[src/rtl/sample_feeder_if.sv]
// sample_feeder_if: host write port, run controls, status and filter-side sample strobe
interface sample_feeder_if #(
    parameter int DATA_W = 16,
    parameter int DEPTH  = 16
);
    localparam int LW = $clog2(DEPTH) + 1;
    logic              enable;
    logic              handshake_mode;
    logic [15:0]       period;
    logic              wr_en;
    logic [DATA_W-1:0] wr_data;
    logic              output_pulse;
    logic              clr_flags;
    logic [DATA_W-1:0] din;
    logic              data_refresh;
    logic              full;
    logic              empty;
    logic [LW-1:0]     level;
    logic [15:0]       issued_cnt;
    logic              overflow;
    logic              underrun;
    logic              timeout;
    modport master (
        output enable, handshake_mode, period, wr_en, wr_data, output_pulse, clr_flags,
        input  din, data_refresh, full, empty, level, issued_cnt, overflow, underrun, timeout
    );
    modport slave (
        input  enable, handshake_mode, period, wr_en, wr_data, output_pulse, clr_flags,
        output din, data_refresh, full, empty, level, issued_cnt, overflow, underrun, timeout
    );
endinterface

[src/rtl/sample_feeder.sv]
// sample_feeder: buffers host samples and replays them as paced or handshaked data_refresh strobes
module sample_feeder #(
    parameter int DATA_W  = 16,
    parameter int DEPTH   = 16,
    parameter int TIMEOUT = 255
) (
    input  logic           clk,
    input  logic           rst,
    sample_feeder_if.slave bus
);
    localparam int AW = $clog2(DEPTH);
    typedef enum logic [1:0] {IDLE, ISSUE, WAIT_PERIOD, WAIT_ACK} state_t;
    state_t            state;
    logic [DATA_W-1:0] mem [DEPTH];
    logic [AW-1:0]     wr_ptr, rd_ptr;
    logic [15:0]       cnt, p_load;
    logic [AW:0]       level_n;
    logic              push, expired, timed_out, acked, go_issue;

    // Decide this cycle's write acceptance, ack/timeout and whether the next cycle is a strobe
    always_comb begin
        push      = bus.wr_en && !bus.full;
        expired   = state == WAIT_PERIOD && cnt == 16'd0;
        timed_out = state == WAIT_ACK && !bus.output_pulse && cnt == 16'(TIMEOUT - 1);
        acked     = state == WAIT_ACK && (bus.output_pulse || timed_out);
        go_issue  = bus.enable && !bus.empty && (state == IDLE || expired || acked);
        p_load    = bus.period < 16'd2 ? 16'd0 : bus.period - 16'd2;
        level_n   = bus.level + (AW+1)'(push) - (AW+1)'(go_issue);
    end

    // Sample storage; stale entries are unreachable once the pointers reset
    always_ff @(posedge clk) if (push) mem[wr_ptr] <= bus.wr_data;

    // FIFO pointers, occupancy status and sticky flags (a set beats a same-cycle clear)
    always_ff @(posedge clk or posedge rst) begin
        if (rst) begin
            wr_ptr       <= '0;
            rd_ptr       <= '0;
            bus.level    <= '0;
            bus.empty    <= 1'b1;
            bus.full     <= 1'b0;
            bus.overflow <= 1'b0;
            bus.underrun <= 1'b0;
            bus.timeout  <= 1'b0;
        end else begin
            wr_ptr       <= wr_ptr + AW'(push);
            rd_ptr       <= rd_ptr + AW'(go_issue);
            bus.level    <= level_n;
            bus.empty    <= level_n == '0;
            bus.full     <= level_n == (AW+1)'(DEPTH);
            bus.overflow <= (bus.wr_en && bus.full) || (bus.overflow && !bus.clr_flags);
            bus.underrun <= (expired && bus.empty) || (bus.underrun && !bus.clr_flags);
            bus.timeout  <= timed_out || (bus.timeout && !bus.clr_flags);
        end
    end

    // Strobe FSM: an ack with data pending issues immediately, otherwise waits in WAIT_PERIOD at zero
    always_ff @(posedge clk or posedge rst) begin
        if (rst) begin
            state            <= IDLE;
            cnt              <= '0;
            bus.din          <= '0;
            bus.data_refresh <= 1'b0;
            bus.issued_cnt   <= '0;
        end else begin
            state <= !bus.enable ? IDLE :
                     go_issue ? ISSUE :
                     state == ISSUE ? (bus.handshake_mode ? WAIT_ACK : WAIT_PERIOD) :
                     acked ? WAIT_PERIOD : state;
            cnt <= state == ISSUE ? (bus.handshake_mode ? 16'd0 : p_load) :
                   acked ? 16'd0 :
                   state == WAIT_ACK ? cnt + 16'd1 :
                   state == WAIT_PERIOD && !expired ? cnt - 16'd1 : cnt;
            bus.data_refresh <= go_issue;
            if (go_issue) begin
                bus.din        <= mem[rd_ptr];
                bus.issued_cnt <= bus.issued_cnt + 16'd1;
            end
        end
    end
endmodule
[src/flat_wrapper.sv]
// flat-port wrapper written by rule: the top's interface ports become plain ports
module sample_feeder_flat 
#(
    parameter int DATA_W  = 16,
    parameter int DEPTH   = 16,
    parameter int TIMEOUT = 255
)
  (clk, rst, bus_enable, bus_handshake_mode, bus_period, bus_wr_en, bus_wr_data, bus_output_pulse, bus_clr_flags, bus_din, bus_data_refresh, bus_full, bus_empty, bus_level, bus_issued_cnt, bus_overflow, bus_underrun, bus_timeout);
  sample_feeder_if #(.DATA_W(DATA_W), .DEPTH(DEPTH)) bus_i ();
  input  logic clk;
  input  logic rst;
  input wire logic [$bits(bus_i.enable)-1:0] bus_enable;
  input wire logic [$bits(bus_i.handshake_mode)-1:0] bus_handshake_mode;
  input wire logic [$bits(bus_i.period)-1:0] bus_period;
  input wire logic [$bits(bus_i.wr_en)-1:0] bus_wr_en;
  input wire logic [$bits(bus_i.wr_data)-1:0] bus_wr_data;
  input wire logic [$bits(bus_i.output_pulse)-1:0] bus_output_pulse;
  input wire logic [$bits(bus_i.clr_flags)-1:0] bus_clr_flags;
  output wire logic [$bits(bus_i.din)-1:0] bus_din;
  output wire logic [$bits(bus_i.data_refresh)-1:0] bus_data_refresh;
  output wire logic [$bits(bus_i.full)-1:0] bus_full;
  output wire logic [$bits(bus_i.empty)-1:0] bus_empty;
  output wire logic [$bits(bus_i.level)-1:0] bus_level;
  output wire logic [$bits(bus_i.issued_cnt)-1:0] bus_issued_cnt;
  output wire logic [$bits(bus_i.overflow)-1:0] bus_overflow;
  output wire logic [$bits(bus_i.underrun)-1:0] bus_underrun;
  output wire logic [$bits(bus_i.timeout)-1:0] bus_timeout;
  assign bus_i.enable = bus_enable;
  assign bus_i.handshake_mode = bus_handshake_mode;
  assign bus_i.period = bus_period;
  assign bus_i.wr_en = bus_wr_en;
  assign bus_i.wr_data = bus_wr_data;
  assign bus_i.output_pulse = bus_output_pulse;
  assign bus_i.clr_flags = bus_clr_flags;
  assign bus_din = bus_i.din;
  assign bus_data_refresh = bus_i.data_refresh;
  assign bus_full = bus_i.full;
  assign bus_empty = bus_i.empty;
  assign bus_level = bus_i.level;
  assign bus_issued_cnt = bus_i.issued_cnt;
  assign bus_overflow = bus_i.overflow;
  assign bus_underrun = bus_i.underrun;
  assign bus_timeout = bus_i.timeout;
  sample_feeder #(.DATA_W(DATA_W), .DEPTH(DEPTH), .TIMEOUT(TIMEOUT)) u_core (.clk(clk), .rst(rst), .bus(bus_i));
endmodule
[config.mk]
export PLATFORM = sky130hd
export DESIGN_NAME = sample_feeder_flat
export DESIGN_NICKNAME = d
export VERILOG_FILES = /design/src/rtl/sample_feeder_if.sv /design/src/rtl/sample_feeder.sv /design/src/flat_wrapper.sv
export SDC_FILE = /design/constraint.sdc
export NUM_CORES = 1
export LEC_CHECK = 0
export CAP_MARGIN = 30
export CORE_ASPECT_RATIO = 1.5
export CORE_MARGIN = 3
export CORE_UTILIZATION = 60
export CTS_CLUSTER_DIAMETER = 80
export DETAILED_ROUTE_END_ITERATION = 7
export DONT_BUFFER_PORTS = 1
export PLACE_DENSITY = 0.83
export SETUP_SLACK_MARGIN = 0.05
export SLEW_MARGIN = 10
export SYNTH_ARGS = -nofsm -noshare
export SYNTH_HDL_FRONTEND = slang
export SYNTH_SLANG_ARGS = --single-unit
export TNS_END_PERCENT = 10
[constraint.sdc]
create_clock -name clk -period 4.6 [get_ports clk]
set_input_delay 0.69 -clock clk [delete_from_list [all_inputs] [get_ports clk]]
set_output_delay 0.69 -clock clk [all_outputs]
set_load 0.005 [all_outputs]
==> summary.txt <==
Clock network
  – Clock buffer depth: 3
  – Post-CTS setup buffer count: 0
  – Cts repair resizes: 0
  – CTS Sinks: 325
  – Clock latency on the worst-skew pair: 0.55 ns
  – Clock H-tree levels: 1
  – # hold bufs at CTS: 0
  – CTS Buf Count: 29
  – CTS root buf: clkbuf_16
  – CTS tree: yes
  – Worst-path clk slew: 0.07 ns

STA
  – Worst-Margin Slew: 0.926 ns
  – Tmin final: 3.77 ns
  – Crit share post-route: 82.0%
  – Setup violations, final: 0
  – Max Clk Rate: 265 MHz
  – RSZ-0062 raised after global routing: false
  – Clk_skew: 0.0149 ns
  – Final Hold Viols: 0
  – Worst rel slew slack: 38.1%
  – Final max-slew violation count: 0
  – Sum Neg Setup Slack: 0 ns

Synthesis
  – Top cell type's share of synthesized area: 55.5%
  – Synth Area per Inst: 17.5 sq um
  – Synth Cell Area: 0.0138 sq mm
  – Yosys warnings: 0
  – Number of synthesized flops with an enable pin: 256
  – Top cell type by total area after synthesis: edfxtp_1
  – Register area share after synthesis: 68.0%
  – Most area-consuming cells after synthesis: edfxtp_1, dfrtp_1, mux4_2, ha_1, mux4_1
  – Syn Nets: 856
  – Cell variety after synth: 68
  – Top FF cell, synth: edfxtp_1
  – Flops & latches, synth: 325
  – Post-synth ARST share: 21.2%
  – Cells after Synth: 790

Layout
  – Diodes inserted: 0
  – Nets: 886
  – Share of layout cells above drive strength 1: 20.6%
  – Seq. cell area: 0.00942 sq mm
  – Layout Area Growth over Synthesis: 10.4%
  – Non-Filler Instances: 1119
  – Footprint of the multi-input gates: 0.00418 sq mm
  – FILL cells: 1392
  – Layout Utilization: 67.8%

Global route
  – Initial antenna violation count: 0
  – Global-route wire length before repair: 47200 um
  – Largest net degree at the start of global routing: 42
  – Global route total overflow: 0
  – GRT Total Usage: 25.4%
  – Vias in the first global route: 8018

Critical path
  – Worst path slowest cell: or4_1
  – Worst path bufs/invs: 4
  – CP most frequent cell: inv_1
  – Critical Path AT: 4.24 ns
  – Crit path max fanout: 17
  – Crit path capture type: register
  – Delay of the slowest critical-path stage: 0.59 ns
  – Critical path cell sequence: nor4_1, and3_1, a21oi_2, o21bai_4, nand2_4, inv_1, ha_1, inv_1, ha_1, inv_1, fa_1, inv_1, or4_1, nor2b_1
  – Critical Path Source Type: register
  – Worst path required time: 5.07 ns
  – R2R Setup Slk: 0.83 ns
  – Setup CP Type: reg2reg
  – Top Family by Delay on Critical Path: simple AND/OR/NAND/NOR gates

Min path
  – Min-delay worst type: in2async

Floorplan
  – Die area: 0.0250 sq mm
  – Die height: 192 um
  – Core Area: 0.0226 sq mm
  – Die W: 130 um
  – FP Rows: 67
  – Ports: 82
  – Starting density of the core: 61.4%

Run
  – Max-Cap Viols: 0

Drt
  – Routed length per instance: 27.6 um
  – Vias: 7529
  – Vias/cell: 6.73
  – Antenna Violating Nets Remaining: 0
  – DRC Markers: 0
  – Pre-antenna DRT Iters: 6
  – Drt total wl: 30900 um
  – Initial drt markers: 868

Placement
  – I/O Buffers: 0
  – Gp weighted congestion: 0.929
  – Placed cells: 1062
  – Placed wire-length estimate: 19500 um

Pwr
  – Leakage: 5.36 nW
  – Cell Pwr Density: 647 mW/mm^2
  – Worst VDD drop: 523 uV

Outcome
  – Outcome: finished, final reports clean
==> routing by layer <==
metal	vias up	wire, um	global-route usage [%]
met5	-	0	0
met4	0	1340	9.56
met3	94	2110	4.28
met2	346	16800	45.5
met1	3885	10600	30.7
li1	3204	-	-
==> per-stage QoR <==
stage	setup WS, ns	hold slack, ns	power [mW]	cell area, sq um
6_report	0.829	0.143	9.89	15300
5_1_grt	0.731	0.187	10.3	15300
4_1_cts	0.832	0.145	9.91	15300
3_5_place_dp	0.916	0.509	7.38	14300
3_3_place_gp	1.09	0.492	7.14	14200
2_1_floorplan	1.24	0.468	6.53	13800
==> sequential cells by signal, summed over array words and instances, names as in the netlist <==
name	cells
u_core.bus.overflow	1
u_core.bus.timeout	1
u_core.bus.full	1
u_core.bus.issued_cnt	16
u_core.bus.level	5
u_core.bus.empty	1
u_core.bus.din	16
u_core.state	2
u_core.bus.underrun	1
u_core.rd_ptr	4
u_core.wr_ptr	4
u_core.cnt	16
u_core.mem	256
u_core.bus.data_refresh	1
==> logic make-up after synthesis <==
group / Yosys count / synth area share, %
buffers and inverters: 51 / 1.94
and+or+nand+nor: 140 / 5.34
DFF: 325 / 68.0
adders and majority gates: 27 / 2.55
AOI/OAI and AO/OA: 102 / 5.17
xor gates and xnor gates: 49 / 3.10
muxes: 96 / 13.9
==> path summary, 6_finish.rpt <==
check,from,cells after the start,end
max,u_core.cnt[10],14,u_core.bus.full
min,rst,1,u_core.bus.overflow
max reg2reg,u_core.cnt[10],14,u_core.bus.full
min reg2reg,u_core.bus.issued_cnt[5],1,u_core.bus.issued_cnt[5]
max in group asynchronous,rst,2,u_core.bus.empty
min in group clk,bus_wr_data[3],0,u_core.mem[13][3]
==> power breakdown <==
part           switching (mW)  internal, mW  total (mW)
registers               0.505          3.66        4.16
clock network            1.06          1.43        2.48
logic                    1.64          1.60        3.24
==> cells in the final DEF, fill, tap and decap left out, types with 11 or more instances in the layout <==
cell type / Yosys / routed
edfxtp_1: 256 / 256
dfrtp_1: 68 / 66
mux4_2: 61 / 61
nand2_1: 33 / 33
xnor2_1: 31 / 31
a21oi_1: 30 / 30
nor2_1: 29 / 29
clkbuf_16: 0 / 29
buf_4: 1 / 27
ha_1: 25 / 25
o21ai_0: 22 / 22
nand3_1: 21 / 21
inv_1: 19 / 18
xor2_1: 18 / 18
mux2_2: 14 / 14
and3_1: 11 / 11
mux4_1: 11 / 11
a22oi_1: 11 / 11
==> final cells by class <==
cell class | instances | share of cell area, %
tap | 276 | 2.26
inverter | 20 | 0.500
timing repair buffer | 30 | 1.87
clock inverter | 14 | 1.21
multi-input combinational | 414 | 27.4
clock buffer | 40 | 5.15
sequential | 325 | 61.7
==> cells in the mapped netlist (all sizes together) (11+ instances only) <==
cell type and n:
mux2 15, clkbuf 12, xor2 18, inv 20
buf 19, a21oi 31, a22oi 11, xnor2 31
nor2 29, and3 11, o21ai 22, edfxtp 256
nand3 22, ha 25, nand2 35, mux4 72
dfrtp 68
Power figures use the tool's default switching activity.
